[config.mk]
export PLATFORM = sky130hd
export DESIGN_NAME = apb_arbiter_2m
export DESIGN_NICKNAME = d
export VERILOG_FILES = /design/src/rtl/apb_arbiter_2m.sv
export SDC_FILE = /design/constraint.sdc
export NUM_CORES = 1
export LEC_CHECK = 0
export CAP_MARGIN = 10
export CORE_MARGIN = 1.5
export CORE_UTILIZATION = 31
export CTS_CLUSTER_DIAMETER = 50
export DETAILED_ROUTE_END_ITERATION = 8
export HOLD_SLACK_MARGIN = 0.03
export PLACE_DENSITY = 0.86
export SYNTH_ARGS = -nofsm -noshare
export SYNTH_HDL_FRONTEND = slang
export SYNTH_SLANG_ARGS = --single-unit
export TNS_END_PERCENT = 20
[constraint.sdc]
create_clock -name CLK -period 4.15 [get_ports CLK]
set_input_delay 0.83 -clock CLK [delete_from_list [all_inputs] [get_ports CLK]]
set_output_delay 0.83 -clock CLK [all_outputs]
set_load 0.05 [all_outputs]
[src/rtl/apb_arbiter_2m.sv]
// Two-master round-robin APB arbiter in front of a single register-file slave.
// Regenerates SETUP/ACCESS toward the slave, stalls the loser, and times out hung accesses.
module apb_arbiter_2m #(
  parameter int ADDR_W  = 5,
  parameter int DATA_W  = 8,
  parameter int TIMEOUT = 16
) (
  input  logic              CLK,
  input  logic              RESETn,
  input  logic              m0_psel,
  input  logic              m0_penable,
  input  logic [ADDR_W-1:0] m0_paddr,
  input  logic              m0_pwrite,
  input  logic [DATA_W-1:0] m0_pwdata,
  output logic [DATA_W-1:0] m0_prdata,
  output logic              m0_pready,
  output logic              m0_pslverr,
  input  logic              m1_psel,
  input  logic              m1_penable,
  input  logic [ADDR_W-1:0] m1_paddr,
  input  logic              m1_pwrite,
  input  logic [DATA_W-1:0] m1_pwdata,
  output logic [DATA_W-1:0] m1_prdata,
  output logic              m1_pready,
  output logic              m1_pslverr,
  output logic              s_psel,
  output logic              s_penable,
  output logic [ADDR_W-1:0] s_paddr,
  output logic              s_pwrite,
  output logic [DATA_W-1:0] s_pwdata,
  input  logic [DATA_W-1:0] s_prdata,
  input  logic              s_pready,
  output logic              grant,
  output logic              busy
);

  localparam int CNT_W = (TIMEOUT > 2) ? $clog2(TIMEOUT) : 1;

  typedef enum logic [1:0] {IDLE, SETUP, ACCESS} state_t;

  state_t           state;
  logic             ptr;
  logic             gnt;
  logic [CNT_W-1:0] cnt;

  logic req_any, pick, gnt_psel, in_access, to_hit;
  logic done_ok, done_err, done;

  // master penable plays no part in arbitration
  logic penable_unused;
  assign penable_unused = m0_penable ^ m1_penable;

  always_comb begin
    req_any   = m0_psel | m1_psel;
    pick      = (m0_psel && m1_psel) ? ptr : m1_psel;
    gnt_psel  = gnt ? m1_psel : m0_psel;
    in_access = (state == ACCESS) && gnt_psel;
    to_hit    = (TIMEOUT != 0) && (cnt == CNT_W'(TIMEOUT - 1));
    // slave ready wins over a coincident timeout
    done_ok   = in_access && s_pready;
    done_err  = in_access && !s_pready && to_hit;
    done      = done_ok || done_err;
  end

  always_ff @(posedge CLK or negedge RESETn) begin
    if (!RESETn) begin
      state <= IDLE;
      ptr   <= 1'b0;
      gnt   <= 1'b0;
      cnt   <= '0;
    end else begin
      case (state)
        IDLE: begin
          if (req_any) begin
            gnt   <= pick;
            cnt   <= '0;
            state <= SETUP;
          end
        end
        SETUP: state <= gnt_psel ? ACCESS : IDLE;
        ACCESS: begin
          if (!gnt_psel) begin
            state <= IDLE;
          end else if (done) begin
            ptr   <= ~gnt;
            state <= IDLE;
          end else begin
            cnt <= cnt + 1'b1;
          end
        end
        default: state <= IDLE;
      endcase
    end
  end

  assign s_psel    = (state != IDLE);
  assign s_penable = (state == ACCESS);
  assign s_paddr   = s_psel ? (gnt ? m1_paddr  : m0_paddr)  : '0;
  assign s_pwrite  = s_psel ? (gnt ? m1_pwrite : m0_pwrite) : 1'b0;
  assign s_pwdata  = s_psel ? (gnt ? m1_pwdata : m0_pwdata) : '0;

  assign m0_pready  = done && !gnt;
  assign m0_pslverr = done_err && !gnt;
  assign m0_prdata  = (done_ok && !gnt) ? s_prdata : '0;
  assign m1_pready  = done && gnt;
  assign m1_pslverr = done_err && gnt;
  assign m1_prdata  = (done_ok && gnt) ? s_prdata : '0;

  assign grant = gnt;
  assign busy  = s_psel;

endmodule

==> results of run 1 <==
state kept, by name, indices dropped and copies added, names as in the netlist:
signal and flops:
grant 1, state 2, cnt 4, ptr 1
final cells by class:
type,count,area share [%]
clock buffers,3,1.40
inverters,5,1.17
multi-input cells,85,33.8
flip-flops and latches,8,12.4
well taps,30,2.33
repair buffers,79,48.8
path summary, 6_finish.rpt:
check,startpoint,endpoint,slack (ps),cells past startpoint
worst max-delay path,m1_psel,m1_pslverr,390,5
min in group asynchronous,RESETn,state[1]$_DFFE_PN0P_,860,1
worst min-delay path,cnt[0]$_DFFE_PN0P_,cnt[0]$_DFFE_PN0P_,520,1
worst max register to register,state[1]$_DFFE_PN0P_,cnt[2]$_DFFE_PN0P_,2200,5
worst min register to register,cnt[0]$_DFFE_PN0P_,cnt[0]$_DFFE_PN0P_,520,1
max in group asynchronous,RESETn,cnt[1]$_DFFE_PN0P_,3030,1
metrics by stage:
stage	instance area [um^2]	power [uW]
final	1610	996
after global routing	1610	1050
after CTS	1610	1010
after detailed placement	1590	938
after global placement	1590	929
after floorplan	783	687
cell usage in the layout, fill, tap and decap left out:
| master | n |
|---|---|
| a21oi_1 | 3 |
| clkbuf_4 | 3 |
| inv_1 | 5 |
| and3_2 | 2 |
| and2_1 | 16 |
| a22o_2 | 1 |
| mux2i_1 | 15 |
| or2_2 | 1 |
| nand2b_1 | 1 |
| dfrtp_1 | 8 |
| or3_1 | 1 |
| buf_4 | 2 |
| a31oi_1 | 2 |
| or4_4 | 1 |
| nand2b_4 | 1 |
| o22ai_1 | 2 |
| and3_1 | 1 |
| o21ai_0 | 4 |
| nand2_1 | 6 |
| nor3_1 | 2 |
| nor2_1 | 18 |
| a22o_1 | 2 |
| nor2_2 | 1 |
| and2b_1 | 1 |
| nand3_1 | 3 |
| clkdlybuf4s50_1 | 77 |
| ha_1 | 1 |
logic make-up (layout without fill, tap and decap cells):
family	Yosys count	count (layout)	share of synthesized area (%)
compound gates	14	14	11.2
fa+ha+maj	1	1	1.60
buf+inv	9	87	4.95
flops	8	8	25.6
mux	15	15	19.2
simple gates	55	55	37.5
per-layer routing:
layer	share of wire, %	vias to the layer above
li1	-	505
met1	36	469
met2	57	48
met3	6.5	2
met4	0.44	0
met5	0	-
critical path, cell delays in order:
cell	delay, ps
clkdlybuf4s50_1	560
mux2i_1	160
nor3_1	330
and3_2	250
clkdlybuf4s50_1	790
where the power goes:
part	switching, uW	leakage (uW)	total (uW)	internal [uW]
logic	527	0.000602	816	289
registers	21.6	0.000101	120	98.1
clock network	26.6	0.0000138	59.7	33.1
==> run metrics, run 1 <==
status complete, no violations; met1 Track Usage GR a little under a quarter; Core Region 2430 um^2; CTS tree built; number of CTS-inserted buffers 3; GRT Util Overall 20.2%; sequential share of the synthesized area between 20% and 30%; Crit. End Element primary output; Synth async-reset ratio 100%; number of max-cap violations 0; placed cells roughly 210; Max VDD drop 0.480 mV; Reg clk slew, reported paths 50 ps; hold buffer count at CTS 0; Startpoint Class primary input; post-synthesis cell count just over 100; Die ar. around 2800 um^2; die span in y 53.3 um; Post-route DRC 0; largest net degree at the start of global routing 19; Slew HR 57.0%; Commonest cells post-synth nor2_1 (18), and2_1 (16), mux2i_1 (15), dfrtp_1 (8), nand2_1 (6); fin. max-slew vios 0; Worst Skew 1.56 ps; Pwr per Cell Area 619 nW/um^2; final critical-path share of the clock period 90.6%; dpl hpwl 2260 um; sequential cell area approximately 200 um^2; Post-synth EDFFs 0; Layout fillers just under 200; DP Worst Slack 392 ps; DR vias 1024; Post-DRT Antenna Nets 0; DRT Pass-1 Iters 4; leakage dissipation 0.000717 uW; Starting Density about 32%; layer with the highest usage met2; Final Instance Count excl. Fillers 210; Yosys top cell by area dfrtp_1; top_reg_cell synth dfrtp_1; final WL 2720 um; Routed WL per cell 13.0 um; routability cong. 0.897; global-route wire length before repair 4150 um; Worst-Margin Slew 645 ps; setup ws final 389 ps; Post-Syn Nets 146; CTS sink cnt 8; final hold vios 0; met3 Track Usage GR 4.80%; die width 53.3 um; worst-skew pair later-pin latency 250 ps; post_cts resized 0; Area growth syn-to-layout 105%; Yosys cell types 27; row count 18; Port Buf Inserts 78; Final nets 226; final core utilization 66.2%; Setup Crit Path Kind in -> out; Worst Hold Class reg -> reg; initial antenna violation count 0; met2 usage 36.2%; Detailed Route Iter0 Violations 16; Worst EP required around 3300 ps; area of the multi-input gates roughly 540 um^2; Seq cells post-synth 8; share of layout cells above drive strength 1 ~6.7%; setup violators final 0; top-area cell type share of the netlist area 25.6%; total negative slack 0 ps; synth top area cells dfrtp_1 (26%), mux2i_1 (19%), and2_1 (13%); hold slack 516 ps; Syn Std Cell Area roughly 780 um^2; H-Tree Depth 1; fmax 266 MHz; Post-CTS Repair Setup Buffers 0; clock root cell clkbuf_4; Mapped Avg Cell Area 7.68 um^2; CP max FO 6; Ys Warns 0; Tmin final 3760 ps; vias in the first global route 940; drt via density 4.88; leading cell type by number of instances after synthesis nor2_1; Worst EP arrival 2930 ps; clock buffer depth 2; RSZ-0062 raised after global routing no; grt ovf 0; ant diodes 0; # IOs just over 80
(Power assumes the default switching activity.)
==> run 2: changes to the inputs <==
- REMOVE_ABC_BUFFERS: default -> 1
==> run metrics, run 2 (synthesis results as in run 1) <==
GRT Util Overall 19.1% (-1.1 points); Startpoint Class primary input; Max VDD drop 0.579 mV (+21%); Crit. End Element primary output; die span in y 53.3 um (unchanged); DRT Pass-1 Iters 4 (unchanged); Setup Crit Path Kind in -> out; worst-skew pair later-pin latency 260 ps (about the same); Cell Chain, Critical Path clkdlybuf4s50_1, mux2i_1, nor3_1, and3_2, clkdlybuf4s50_1; RSZ-0062 raised after global routing no; Routed WL per cell 12.4 um (-4.4%); global-route wire length before repair 4000 um (-3.8%); setup ws final 377 ps (-12.4 ps); number of max-cap violations 0 (unchanged); CP max FO 6 (unchanged); Port Buf Inserts 78 (unchanged); Worst-Margin Slew 686 ps (+41.7 ps); Post-route DRC 0 (unchanged); grt ovf 0 (unchanged); Pwr Total 1000 uW (+0.84%); die width 53.3 um (unchanged); CTS tree built; Buf/Inv on CP 2 (unchanged); Worst Skew 7.43 ps (+5.87 ps); met1 Track Usage GR 18.9% (-3.7 points); Worst EP required 3320 ps (about the same); Largest regs cnt (4), state (2); Placed Area 1590 um^2 (unchanged); Layout fillers 212 (+6.5%); placed cells 207 (unchanged); post_cts resized 0 (unchanged); Post-DRT Antenna Nets 0 (unchanged); clock root cell clkbuf_4; crit-path max cell delay 790 ps (about the same); Die ar. 2840 um^2 (unchanged); most numerous cell on the critical path clkdlybuf4s50_1; kind of cell adding the most delay to the critical path buffers and inverters; H-Tree Depth 1 (unchanged); area of the multi-input gates 544 um^2 (unchanged); final critical-path share of the clock period 90.9% (+0.30 points); largest net degree at the start of global routing 22 (+3); Final Instance Count excl. Fillers 210 (unchanged); met2 usage 37.4% (+1.2 points); max FFs per register 4 (unchanged); Slew HR 54.2% (-2.8 points); Detailed Route Iter0 Violations 18 (+2); fin. max-slew vios 0 (unchanged); Core Region 2430 um^2 (unchanged); initial antenna violation count 0 (unchanged); status complete, no violations; fmax 265 MHz (-0.33%); Largest Register cnt; share of layout cells above drive strength 1 6.67% (unchanged); slowest CP cell clkdlybuf4s50_1; met3 Track Usage GR 4.52% (-0.28 points); vias in the first global route 925 (-1.6%); Pwr per Cell Area 624 nW/um^2 (+0.84%); layer with the highest usage met2; sequential cell area 200 um^2 (unchanged); Worst EP arrival 2940 ps (about the same); CTS sink cnt 8 (unchanged); setup violators final 0 (unchanged); final hold vios 0 (unchanged); final WL 2600 um (-4.4%); drt via density 4.83 (-0.98%); Starting Density 32.2% (unchanged); Tmin final 3770 ps (+12.4 ps); Reg clk slew, reported paths 60 ps (about the same); Area growth syn-to-layout 105% (unchanged); Worst Hold Class reg -> reg; row count 18 (unchanged); leakage dissipation 0.000717 uW (unchanged); hold buffer count at CTS 0 (unchanged); DR vias 1014 (-0.98%); total negative slack 0 ps (unchanged); dpl hpwl 2150 um (-5.1%); most common cell after layout, fill and taps aside clkdlybuf4s50_1; # IOs 81 (unchanged); number of CTS-inserted buffers 3 (unchanged); DP Worst Slack 390 ps (-1.59 ps); ant diodes 0 (unchanged); fin area 1610 um^2 (unchanged); routability cong. 0.869 (-3.1%); Final nets 226 (unchanged); most frequent cells in the layout clkdlybuf4s50_1 (77), nor2_1 (18), and2_1 (16); clock buffer depth 2 (unchanged); Post-CTS Repair Setup Buffers 0 (unchanged)
==> run 2: cell counts in the layout (fill, tap and decap cells not counted) <==
Identical to the previous run, type by type.
==> run 2: area by class of cell <==
cell class | count | share of cell area (%)
Tap cell | 30 | 2.33
Inverter | 5 | 1.17
Sequential cell | 8 | 12.4
Multi-Input combinational cell | 85 | 33.8
Clock buffer | 3 | 1.40
Timing Repair Buffer | 79 | 48.8
==> run 2: metrics by stage <==
stage / hold WS, ps / utilization [%]
after floorplan: 480 / -
after global placement: 503 / 65.2
after detailed placement: 513 / 65.2
after CTS: 528 / 66.2
after global routing: 572 / 66.2
final: 531 / 66.2
==> run 2: per-layer routing <==
metal	part of all wire, %	routed length, um	up-vias
li1	-	-	506
met1	36	931	435
met2	52	1350	71
met3	12	299	2
met4	0.50	13	0
met5	0	0	-
==> run 2: worst paths after layout <==
path	endpoint	cells after the start	startpoint	slack [ps]
min in group asynchronous	grant$_DFFE_PN0P_	1	RESETn	850
worst min-delay path	ptr$_DFFE_PN0P_	2	ptr$_DFFE_PN0P_	530
worst max-delay path	m1_pslverr	5	m1_psel	380
max in group asynchronous	state[1]$_DFFE_PN0P_	1	RESETn	3030
worst min register to register	ptr$_DFFE_PN0P_	2	ptr$_DFFE_PN0P_	530
worst max register to register	cnt[2]$_DFFE_PN0P_	5	state[1]$_DFFE_PN0P_	2160
==> run 2: worst register-to-register path: stages (launching register included) <==
cell and delay [ps]:
dfrtp_1 420, nor2_2 550, o21ai_0 390, inv_1 180
o22ai_1 80, a22o_2 270
==> run 2: where the power goes <==
group	internal, uW	switching, uW
clock network	33.3	29.3
registers	98.0	16.1
logic	289	539
total	420	584
==> run 3: changes to the inputs <==
- CELL_PAD_IN_SITES_DETAIL_PLACEMENT: default -> 0
- CELL_PAD_IN_SITES_GLOBAL_PLACEMENT: default -> 1
- CORE_UTILIZATION: 31 -> 19
- CTS_CLUSTER_DIAMETER: 50 -> default
- PLACE_DENSITY: 0.86 -> default
- PLACE_DENSITY_LB_ADDON: default -> 0.1
==> run metrics, run 3 (synthesis results as in run 1) <==
grt ovf 0 (unchanged); Pwr Total 1040 uW (+3.2%); Post-route DRC 0 (unchanged); r2r worst-path depth 5 (unchanged); post_cts resized 0 (unchanged); slowest CP cell clkdlybuf4s50_1; Startpoint Class primary input; Int Power 450 uW (+7.1%); DR vias 989 (-2.5%); Net Sw Power 586 uW (+0.29%); Sw Share 56.5% (-1.6 points); final hold vios 0 (unchanged); setup violators final 0 (unchanged); Starting Density 19.7% (-12 points); Post-CTS Repair Setup Buffers 0 (unchanged); Worst EP required 3320 ps (about the same); ant diodes 0 (unchanged); DRT Pass-1 Iters 4 (unchanged); Worst EP arrival 2860 ps (-80 ps); number of max-cap violations 0 (unchanged); Cell Chain, Critical Path clkdlybuf4s50_1, nand2_1, nor2_1, and2_1, clkdlybuf4s50_1; max FFs per register 4 (unchanged); routability cong. 0.852 (-2.0%); final WL 2890 um (+11%); global-route wire length before repair 4360 um (+9.1%); Final nets 226 (unchanged); die span in y 67.2 um (+26%); CTS tree built; crit path from m1_psel; Port Buf Inserts 78 (unchanged); clock root cell clkbuf_8; Detailed Route Iter0 Violations 14 (-4); Tmin final 3690 ps (-84.3 ps); initial antenna violation count 0 (unchanged); fmax 271 MHz (+2.3%); Worst Skew 2.98 ps (-4.44 ps); Die ar. 4520 um^2 (+59%); final critical-path share of the clock period 88.9% (-2.0 points); hold slack 520 ps (-10.7 ps); RSZ-0062 raised after global routing no; most frequent cells in the layout clkdlybuf4s50_1 (75), nor2_1 (18), and2_1 (16); Reg clk slew, reported paths 40 ps (-20 ps); Slew HR 54.3% (+0.13 points); row count 23 (+5); vias in the first global route 940 (+1.6%); most numerous cell on the critical path clkdlybuf4s50_1; status complete, no violations; Worst-Margin Slew 684 ps (-2.01 ps); total negative slack 0 ps (unchanged); R2R Path Start state[1]$_DFFE_PN0P_; Core Region 3970 um^2 (+63%); hold buffer count at CTS 0 (unchanged); Max VDD drop 0.366 mV (-37%); fin. max-slew vios 0 (unchanged); Clk pwr share 8.9% (+2.7 points); die width 67.2 um (+26%); Crit. End Element primary output; Worst Hold Class reg -> reg; Largest regs cnt (4), state (2); crit-path max cell delay 800 ps (about the same); GRT Util Overall 12.8% (-6.3 points); reg2reg setup slack 2130 ps (-30 ps); clock buffer depth 2 (unchanged); Pwr per Cell Area 629 nW/um^2 (+0.72%); Largest Register cnt; Worst R2R End cnt[2]$_DFFE_PN0P_; drt via density 4.30 (-11%); sequential share of power 11.0% (-0.4 points); worst-skew pair later-pin latency 230 ps (-30 ps); # IOs 81 (unchanged); Area growth syn-to-layout 110%; Post-DRT Antenna Nets 0 (unchanged); number of CTS-inserted buffers 3 (unchanged); largest net degree at the start of global routing 22 (unchanged); H-Tree Depth 1 (unchanged); Layout fillers 406 (+92%); Setup Crit Path Kind in -> out; Comb pwr share 80.1% (-2.3 points); CTS sink cnt 8 (unchanged); dpl hpwl 2370 um (+10%); share of layout cells above drive strength 1 7.78% (+1.1 points); capture point of the critical path m1_prdata[1]; CP max FO 9 (+3); most common cell after layout, fill and taps aside clkdlybuf4s50_1; leakage dissipation 0.000729 uW (+1.7%); Routed WL per cell 12.6 um (+1.5%)
## run 3: cell types whose count changed in the layout (fill, tap and decap cells not counted)
cell,change
clkbuf_8,+3
clkbuf_4,-3
clkdlybuf4s50_1,-2
buf_4,+2
## run 3: final cells by class
| type | count | area [um^2] | share of cell area, % |
|---|---|---|---|
| well taps | 50 | 62.6 | 3.80 |
| inverters | 5 | 18.8 | 1.14 |
| flip-flops and latches | 8 | 200 | 12.1 |
| multi-input cells | 85 | 544 | 33.0 |
| clock buffers | 3 | 41.3 | 2.51 |
| repair buffers | 79 | 781 | 47.4 |
## run 3: critical path, delay by kind of cell
| family | cells | cell delay [ps] |
|---|---|---|
| simple gates | 3 | 650 |
| buf+inv | 2 | 1380 |
## run 3: layer usage
metal / routed length (um) / share of wire (%) / track usage [%] / vias to the layer above
met1: 1130 / 39 / 12.8 / 441
met5: 0 / 0 / 0 / -
li1: - / - / - / 505
met3: 181 / 6.3 / 3.33 / 2
met2: 1570 / 54 / 26.4 / 41
met4: 12 / 0.42 / 2.04 / 0
## run 3: power groups by stage
stage                     clock [uW]  sequential (uW)  combinational [uW]
after floorplan                    0              160                 512
after global routing            99.3              117                 877
after global placement             0              115                 828
after CTS                       95.0              114                 837
final                           92.0              114                 829
after detailed placement           0              115                 835
## run 3: through the flow
step | area (um^2) | cells | setup slack, ps | utilization, %
after global placement | 1610 | 227 | 462 | 40.5
final | 1650 | 230 | 461 | 41.5
after floorplan | 763 | 98 | 967 | -
after global routing | 1650 | 230 | 335 | 41.5
after detailed placement | 1610 | 227 | 427 | 40.5
after CTS | 1650 | 230 | 423 | 41.5
## run 3: worst min-delay path by stage
stage / depth (start not counted) / endpoint / start / slack [ps]
2_1_floorplan: 2 / ptr$_DFFE_PN0P_ / ptr$_DFFE_PN0P_ / 480
3_3_place_gp: 1 / cnt[0]$_DFFE_PN0P_ / cnt[0]$_DFFE_PN0P_ / 510
3_5_place_dp: 2 / ptr$_DFFE_PN0P_ / ptr$_DFFE_PN0P_ / 510
4_1_cts: 2 / ptr$_DFFE_PN0P_ / ptr$_DFFE_PN0P_ / 520
5_1_grt: 1 / cnt[0]$_DFFE_PN0P_ / cnt[0]$_DFFE_PN0P_ / 570
6_report: 2 / ptr$_DFFE_PN0P_ / ptr$_DFFE_PN0P_ / 520
